==> config.mk <==
export PLATFORM = sky130hd
export DESIGN_NAME = stripe_feeder
export DESIGN_NICKNAME = d
export VERILOG_FILES = /design/src/rtl/stripe_feeder.sv
export SDC_FILE = /design/constraint.sdc
export NUM_CORES = 1
export LEC_CHECK = 0
export CORE_AREA = 3 3 114 198
export DETAILED_ROUTE_END_ITERATION = 10
export DIE_AREA = 0 0 117 201
export PLACE_DENSITY = 0.91
export SLEW_MARGIN = 20
export SYNTH_ARGS = -nofsm -noshare
export SYNTH_HDL_FRONTEND = slang
export SYNTH_SLANG_ARGS = --single-unit
==> constraint.sdc <==
create_clock -name i_clk -period 4.5 [get_ports i_clk]
set_input_delay 0.9 -clock i_clk [delete_from_list [all_inputs] [get_ports i_clk]]
set_output_delay 0.9 -clock i_clk [all_outputs]
set_load 0.1 [all_outputs]
==> src/rtl/stripe_feeder.sv <==
`default_nettype none
// ============================================================================
// Module  : stripe_feeder
// Brief   : Walks reference B stripe by stripe, streams query A into the
//           64-PE Smith-Waterman array and keeps the global best score.
// Revision: 1.0 - initial release
// ============================================================================
module stripe_feeder #(
    parameter int SEQ_LEN   = 1024,
    parameter int PE_NUM    = 64,
    parameter int ADDR_W    = 10,
    parameter int STRIPE_W  = 4,
    parameter int SCORE_W   = 14,
    parameter int DRAIN_MAX = 136
) (
    input  logic                  i_clk,
    input  logic                  i_rst_n,
    input  logic                  i_go,
    output logic                  o_busy,
    output logic                  o_done,
    output logic                  o_err,
    output logic                  o_a_ren,
    output logic [ADDR_W-1:0]     o_a_addr,
    input  logic [1:0]            i_a_data,
    output logic                  o_b_ren,
    output logic [STRIPE_W-1:0]   o_b_addr,
    input  logic [2*PE_NUM-1:0]   i_b_data,
    output logic                  o_pe_start,
    output logic [1:0]            o_pe_A,
    output logic [2*PE_NUM-1:0]   o_pe_B,
    input  logic                  i_stripe_end,
    input  logic [ADDR_W-1:0]     i_start_position,
    input  logic [ADDR_W-1:0]     i_end_position,
    input  logic [SCORE_W-1:0]    i_max_score_stripe,
    output logic [SCORE_W-1:0]    o_max_score,
    output logic [STRIPE_W-1:0]   o_max_stripe,
    output logic [ADDR_W:0]       o_max_end_pos
);

    localparam int                  c_CNT_W       = $clog2(DRAIN_MAX + 2);
    localparam logic [ADDR_W-1:0]   c_LAST_ADDR   = ADDR_W'(SEQ_LEN - 1);
    localparam logic [STRIPE_W-1:0] c_LAST_STRIPE = STRIPE_W'(SEQ_LEN / PE_NUM - 1);
    localparam logic [c_CNT_W-1:0]  c_DRAIN_MAX   = c_CNT_W'(DRAIN_MAX);

    typedef enum logic [2:0] {
        S_IDLE    = 3'd0,
        S_LOAD_B  = 3'd1,
        S_LATCH_B = 3'd2,
        S_FEED    = 3'd3,
        S_DRAIN   = 3'd4,
        S_NEXT    = 3'd5,
        S_DONE    = 3'd6
    } state_t;

    state_t                 r_state, w_state_nxt;
    logic [ADDR_W-1:0]      r_base_pos, r_a_ptr, r_start_pos, r_end_pos;
    logic [STRIPE_W-1:0]    r_stripe, r_max_stripe;
    logic [SCORE_W-1:0]     r_stripe_score, r_max_score;
    logic [ADDR_W:0]        r_max_end_pos;
    logic [c_CNT_W-1:0]     r_drain_cnt;
    logic                   r_ren_d, r_pe_start, r_err;
    logic [1:0]             r_pe_a;
    logic [2*PE_NUM-1:0]    r_pe_b;

    logic                   w_a_ren, w_b_ren, w_done, w_end_take, w_timeout, w_fwd;
    logic [ADDR_W:0]        w_base_sum, w_end_abs;
    logic [ADDR_W-1:0]      w_base_clamp;

    always_ff @(posedge i_clk or negedge i_rst_n) begin
        if (!i_rst_n) r_state <= S_IDLE;
        else          r_state <= w_state_nxt;
    end

    always_comb begin
        w_state_nxt = r_state;
        w_a_ren     = 1'b0;
        w_b_ren     = 1'b0;
        w_done      = 1'b0;
        w_end_take  = 1'b0;
        w_timeout   = 1'b0;
        case (r_state)
            S_IDLE:    if (i_go) w_state_nxt = S_LOAD_B;
            S_LOAD_B: begin
                w_b_ren     = 1'b1;
                w_state_nxt = S_LATCH_B;
            end
            S_LATCH_B: w_state_nxt = S_FEED;
            S_FEED: begin
                w_a_ren = 1'b1;
                if (i_stripe_end) begin
                    w_end_take  = 1'b1;
                    w_state_nxt = S_NEXT;
                end else if (r_a_ptr == c_LAST_ADDR) begin
                    w_state_nxt = S_DRAIN;
                end
            end
            S_DRAIN: begin
                // A stripe_end arriving on the timeout cycle takes priority.
                if (i_stripe_end) begin
                    w_end_take  = 1'b1;
                    w_state_nxt = S_NEXT;
                end else if (r_drain_cnt == c_DRAIN_MAX) begin
                    w_timeout   = 1'b1;
                    w_state_nxt = S_NEXT;
                end
            end
            S_NEXT:    w_state_nxt = (r_stripe == c_LAST_STRIPE) ? S_DONE : S_LOAD_B;
            S_DONE: begin
                w_done      = 1'b1;
                w_state_nxt = S_IDLE;
            end
            default:   w_state_nxt = S_IDLE;
        endcase
    end

    assign w_fwd        = r_ren_d & ~w_end_take;
    assign w_base_sum   = {1'b0, r_base_pos} + {1'b0, r_start_pos};
    assign w_base_clamp = (w_base_sum > {1'b0, c_LAST_ADDR}) ? c_LAST_ADDR : w_base_sum[ADDR_W-1:0];
    assign w_end_abs    = {1'b0, r_base_pos} + {1'b0, r_end_pos};

    always_ff @(posedge i_clk or negedge i_rst_n) begin
        if (!i_rst_n) begin
            r_base_pos     <= '0;
            r_a_ptr        <= '0;
            r_start_pos    <= '0;
            r_end_pos      <= '0;
            r_stripe       <= '0;
            r_stripe_score <= '0;
            r_max_stripe   <= '0;
            r_max_score    <= '0;
            r_max_end_pos  <= '0;
            r_drain_cnt    <= '0;
            r_ren_d        <= 1'b0;
            r_pe_start     <= 1'b0;
            r_pe_a         <= '0;
            r_pe_b         <= '0;
            r_err          <= 1'b0;
        end else begin
            // Read data lands one cycle after the enable; a taken stripe_end
            // discards whatever is still in flight.
            r_ren_d     <= w_a_ren & ~w_end_take;
            r_pe_start  <= w_fwd;
            r_pe_a      <= w_fwd ? i_a_data : 2'b00;
            r_drain_cnt <= (r_state == S_DRAIN) ? r_drain_cnt + c_CNT_W'(1) : '0;

            if (r_state == S_IDLE && i_go) begin
                r_max_score   <= '0;
                r_max_stripe  <= '0;
                r_max_end_pos <= '0;
                r_err         <= 1'b0;
                r_base_pos    <= '0;
                r_stripe      <= '0;
            end
            if (r_state == S_LATCH_B) begin
                r_pe_b  <= i_b_data;
                r_a_ptr <= r_base_pos;
            end
            if (r_state == S_FEED && !i_stripe_end && r_a_ptr != c_LAST_ADDR)
                r_a_ptr <= r_a_ptr + ADDR_W'(1);
            if (w_end_take) begin
                r_start_pos    <= i_start_position;
                r_end_pos      <= i_end_position;
                r_stripe_score <= i_max_score_stripe;
            end
            if (w_timeout) begin
                r_err          <= 1'b1;
                r_start_pos    <= '0;
                r_stripe_score <= '0;
            end
            if (r_state == S_NEXT) begin
                r_base_pos <= w_base_clamp;
                if (r_stripe_score > r_max_score) begin
                    r_max_score   <= r_stripe_score;
                    r_max_stripe  <= r_stripe;
                    r_max_end_pos <= w_end_abs;
                end
                if (r_stripe != c_LAST_STRIPE)
                    r_stripe <= r_stripe + STRIPE_W'(1);
            end
        end
    end

    assign o_busy        = (r_state != S_IDLE);
    assign o_done        = w_done;
    assign o_err         = r_err;
    assign o_a_ren       = w_a_ren;
    assign o_a_addr      = w_a_ren ? r_a_ptr : '0;
    assign o_b_ren       = w_b_ren;
    assign o_b_addr      = r_stripe;
    assign o_pe_start    = r_pe_start;
    assign o_pe_A        = r_pe_a;
    assign o_pe_B        = r_pe_b;
    assign o_max_score   = r_max_score;
    assign o_max_stripe  = r_max_stripe;
    assign o_max_end_pos = r_max_end_pos;

endmodule
`default_nettype wire
==> summary.md <==
| Metric | Value |
|---|---|
| Status | completed |
| Top-area cell type share of the netlist area | 55.3% |
| Min Hold Slack | 0.435 ns |
| Initial antenna violation count | 4 |
| Top cells by area, synth | dfrtp_1, nand2_1, ha_1, a21oi_1, a22o_1 |
| Syn_nets | 1317 |
| Floorplan die width | 117 um |
| Flop-to-flop setup slack | 1.73 ns |
| Drt total wl | 32.2 mm |
| Post-DRT Antenna Nets | 0 |
| Data arrival time of the critical path | 2.82 ns |
| DRC | 0 |
| Post-Syn Area per Cell | 9.42 sq um |
| TritonCTS Buffers | 21 |
| First-pass GRT wire length | 49.6 mm |
| Synth Cell Area | 0.0104 sq mm |
| Synth cell types | 63 |
| Total negative slack | 0 ns |
| Period utilization | 82.6% |
| DP HPWL | 23.4 mm |
| DRT iter0 DRCs | 643 |
| Yosys warns | 0 |
| Post-synthesis sequential area ratio | 55.3% |
| Clock transition at path regs | 0.07 ns |
| Placer Congestion | 0.883 |
| Vias per cell | 5.40 |
| Max Slew Vio Count | 0 |
| Worst-Margin Slew | 1.12 ns |
| Area leader, netlist | dfrtp_1 |
| Vias | 9219 |
| CTS-repair resized insts | 0 |
| Clock Latency Late Sink | 0.50 ns |
| Commonest cells after routing, fill and taps aside | nand2_1, clkdlybuf4s50_1, dfrtp_1 |
| Vias in the first global route | 9502 |
| Remaining Overflow, GRT | 0 |
| Clock root buffer | clkbuf_16 |
| H-tree Lvls | 1 |
| Worst r2r path cells | 8 |
| Die area | 0.0235 sq mm |
| Kind of critical path | flip-flop to output pin |
| Die span in y | 201 um |
| Final WS setup | 0.784 ns |
| Commonest register cell after synthesis | dfrtp_1 |
| Core area | 0.0210 sq mm |
| Asr flop ratio synth | 100% |
| HP Class | input port to async pin |
| Setup bufs post-CTS | 0 |
| TritonCTS clock tree | done |
| Setup WS pre-CTS | 1.32 ns |
| IO Pins | 347 |
| Critical Path RT | 3.60 ns |
| Hold buffers post-CTS | 0 |
| EDFF count, synth | 0 |
| Final net count | 1646 |
| Skew final | 0.0107 ns |
| Final Hold Vio Count | 0 |
| Final-layout fill cell count | 1434 |
| Most common cell after layout, fill and taps aside | nand2_1 |
| Critical Path Source | r_state[2] |
| Critical Path Source Type | flip-flop |
| Max_slew headroom | 24.9% |
| Share of post-route cells with drive strength above 1 | 5.17% |
| Synth Register Bits | 231 |
| Fmax | 269 MHz |
| Clk buf depth | 3 |
| Reg2reg end | o_max_score[3] |
| Rows | 70 |
| Detailed Routing Iterations Pass 1 | 5 |
| WL/cell | 18.9 um |
| Max FO, Critical Path | 15 |
| CTS sink cnt | 231 |
| Post-Synthesis Cells | 1109 |
| All-layer global routing usage | 26.8% |
| Area growth from synthesis to layout | 41.9% |
| # port buffers | 346 |
| CP Capture Type | output pin |
| Max-Cap Viols | 0 |
| Initial Utilization | 49.7% |
| Endpoints failing setup | 0 |
| RSZ-0062 raised after global routing | no |
| R2r startpoint | o_max_score[5] |
| Tmin final | 3.72 ns |
| Largest net degree at the start of global routing | 140 |
==> registers in the layout (all words and copies together) (netlist names) <==
signal          count
o_max_stripe        4
r_ren_d             1
o_max_end_pos      11
o_err               1
r_start_pos        10
o_b_addr            4
o_pe_start          1
r_base_pos         10
r_stripe_score     14
r_end_pos          10
r_a_ptr            10
o_max_score        14
r_drain_cnt         8
o_pe_A              2
o_pe_B            128
r_state             3
==> kinds of logic (layout without fill, tap and decap cells) <==
kind of cell	after synthesis	count (layout)	share of synthesized area [%]
compound gates	139	139	8.99
xor+xnor	24	24	2.01
fa+ha+maj	40	40	4.93
buf+inv	86	429	3.71
flops	231	231	55.3
mux	30	30	3.03
other cells	0	4	0
simple gates	559	559	22.0
==> critical path: stages (launching register included) <==
cell,delay [ns]
dfrtp_1,0.54
and3b_4,0.50
and2_1,0.16
clkdlybuf4s50_1,1.13
==> metal layers <==
metal	vias to the layer above	wire length, um	GRT usage [%]
li1	4284	-	-
met1	4403	10700	27.5
met2	415	16700	47.3
met3	117	2490	6.27
met4	0	2380	16.9
met5	-	0	0
==> stage by stage <==
step                      utilization, %  std cells  instance area [sq um]
after floorplan                        -       1109                  10400
after global placement              66.9       1667                  14100
after detailed placement            66.9       1667                  14100
after CTS                           70.5       1704                  14800
after global routing                70.5       1708                  14800
final                               70.5       1708                  14800
==> cell type report <==
| cell class | instances | area [sq um] | area share, % |
|---|---|---|---|
| Antenna cell | 4 | 10.0 | 0.0675 |
| Sequential cell | 231 | 5780 | 39.0 |
| Multi-Input combinational cell | 792 | 4310 | 29.1 |
| Tap cell | 252 | 315 | 2.13 |
| Clock inverter | 9 | 149 | 1.00 |
| Timing Repair Buffer | 356 | 3540 | 23.8 |
| Clock buffer | 28 | 592 | 3.99 |
| Inverter | 36 | 135 | 0.911 |
==> cells in the mapped netlist (2+ instances only) <==
library cell,number
inv_1,34
nand2_1,458
or2_2,2
a21oi_1,50
buf_6,3
dfrtp_1,231
o21ai_0,16
mux2i_1,17
ha_1,38
a31oi_1,3
nor2_2,2
o21bai_1,2
xnor2_1,11
a22o_1,24
and3_1,7
nor3b_1,2
nand3_1,20
mux2_1,13
nor4_1,2
nor2b_1,3
o221ai_1,2
xor2_1,13
nand2b_1,3
fa_1,2
a21o_1,3
nor2_1,28
o22ai_1,2
o21ai_1,11
clkbuf_1,17
and2_1,12
buf_2,28
o21a_1,3
nor3_1,8
a221o_1,4
or3_1,2
buf_4,2
inv_2,2
a211oi_1,4
==> worst max-delay path by stage <==
stage             endpoint  slack, ns  depth (start not counted)
2_1_floorplan      o_b_ren       0.80                          2
3_3_place_gp   o_a_addr[0]       1.35                          3
3_5_place_dp   o_a_addr[0]       1.32                          3
4_1_cts        o_a_addr[0]       0.77                          3
5_1_grt        o_a_addr[1]       0.69                          3
6_report       o_a_addr[1]       0.78                          3
Power is not shown: default switching activity piles up to over one toggle a cycle in this logic, so the estimate is an artifact.
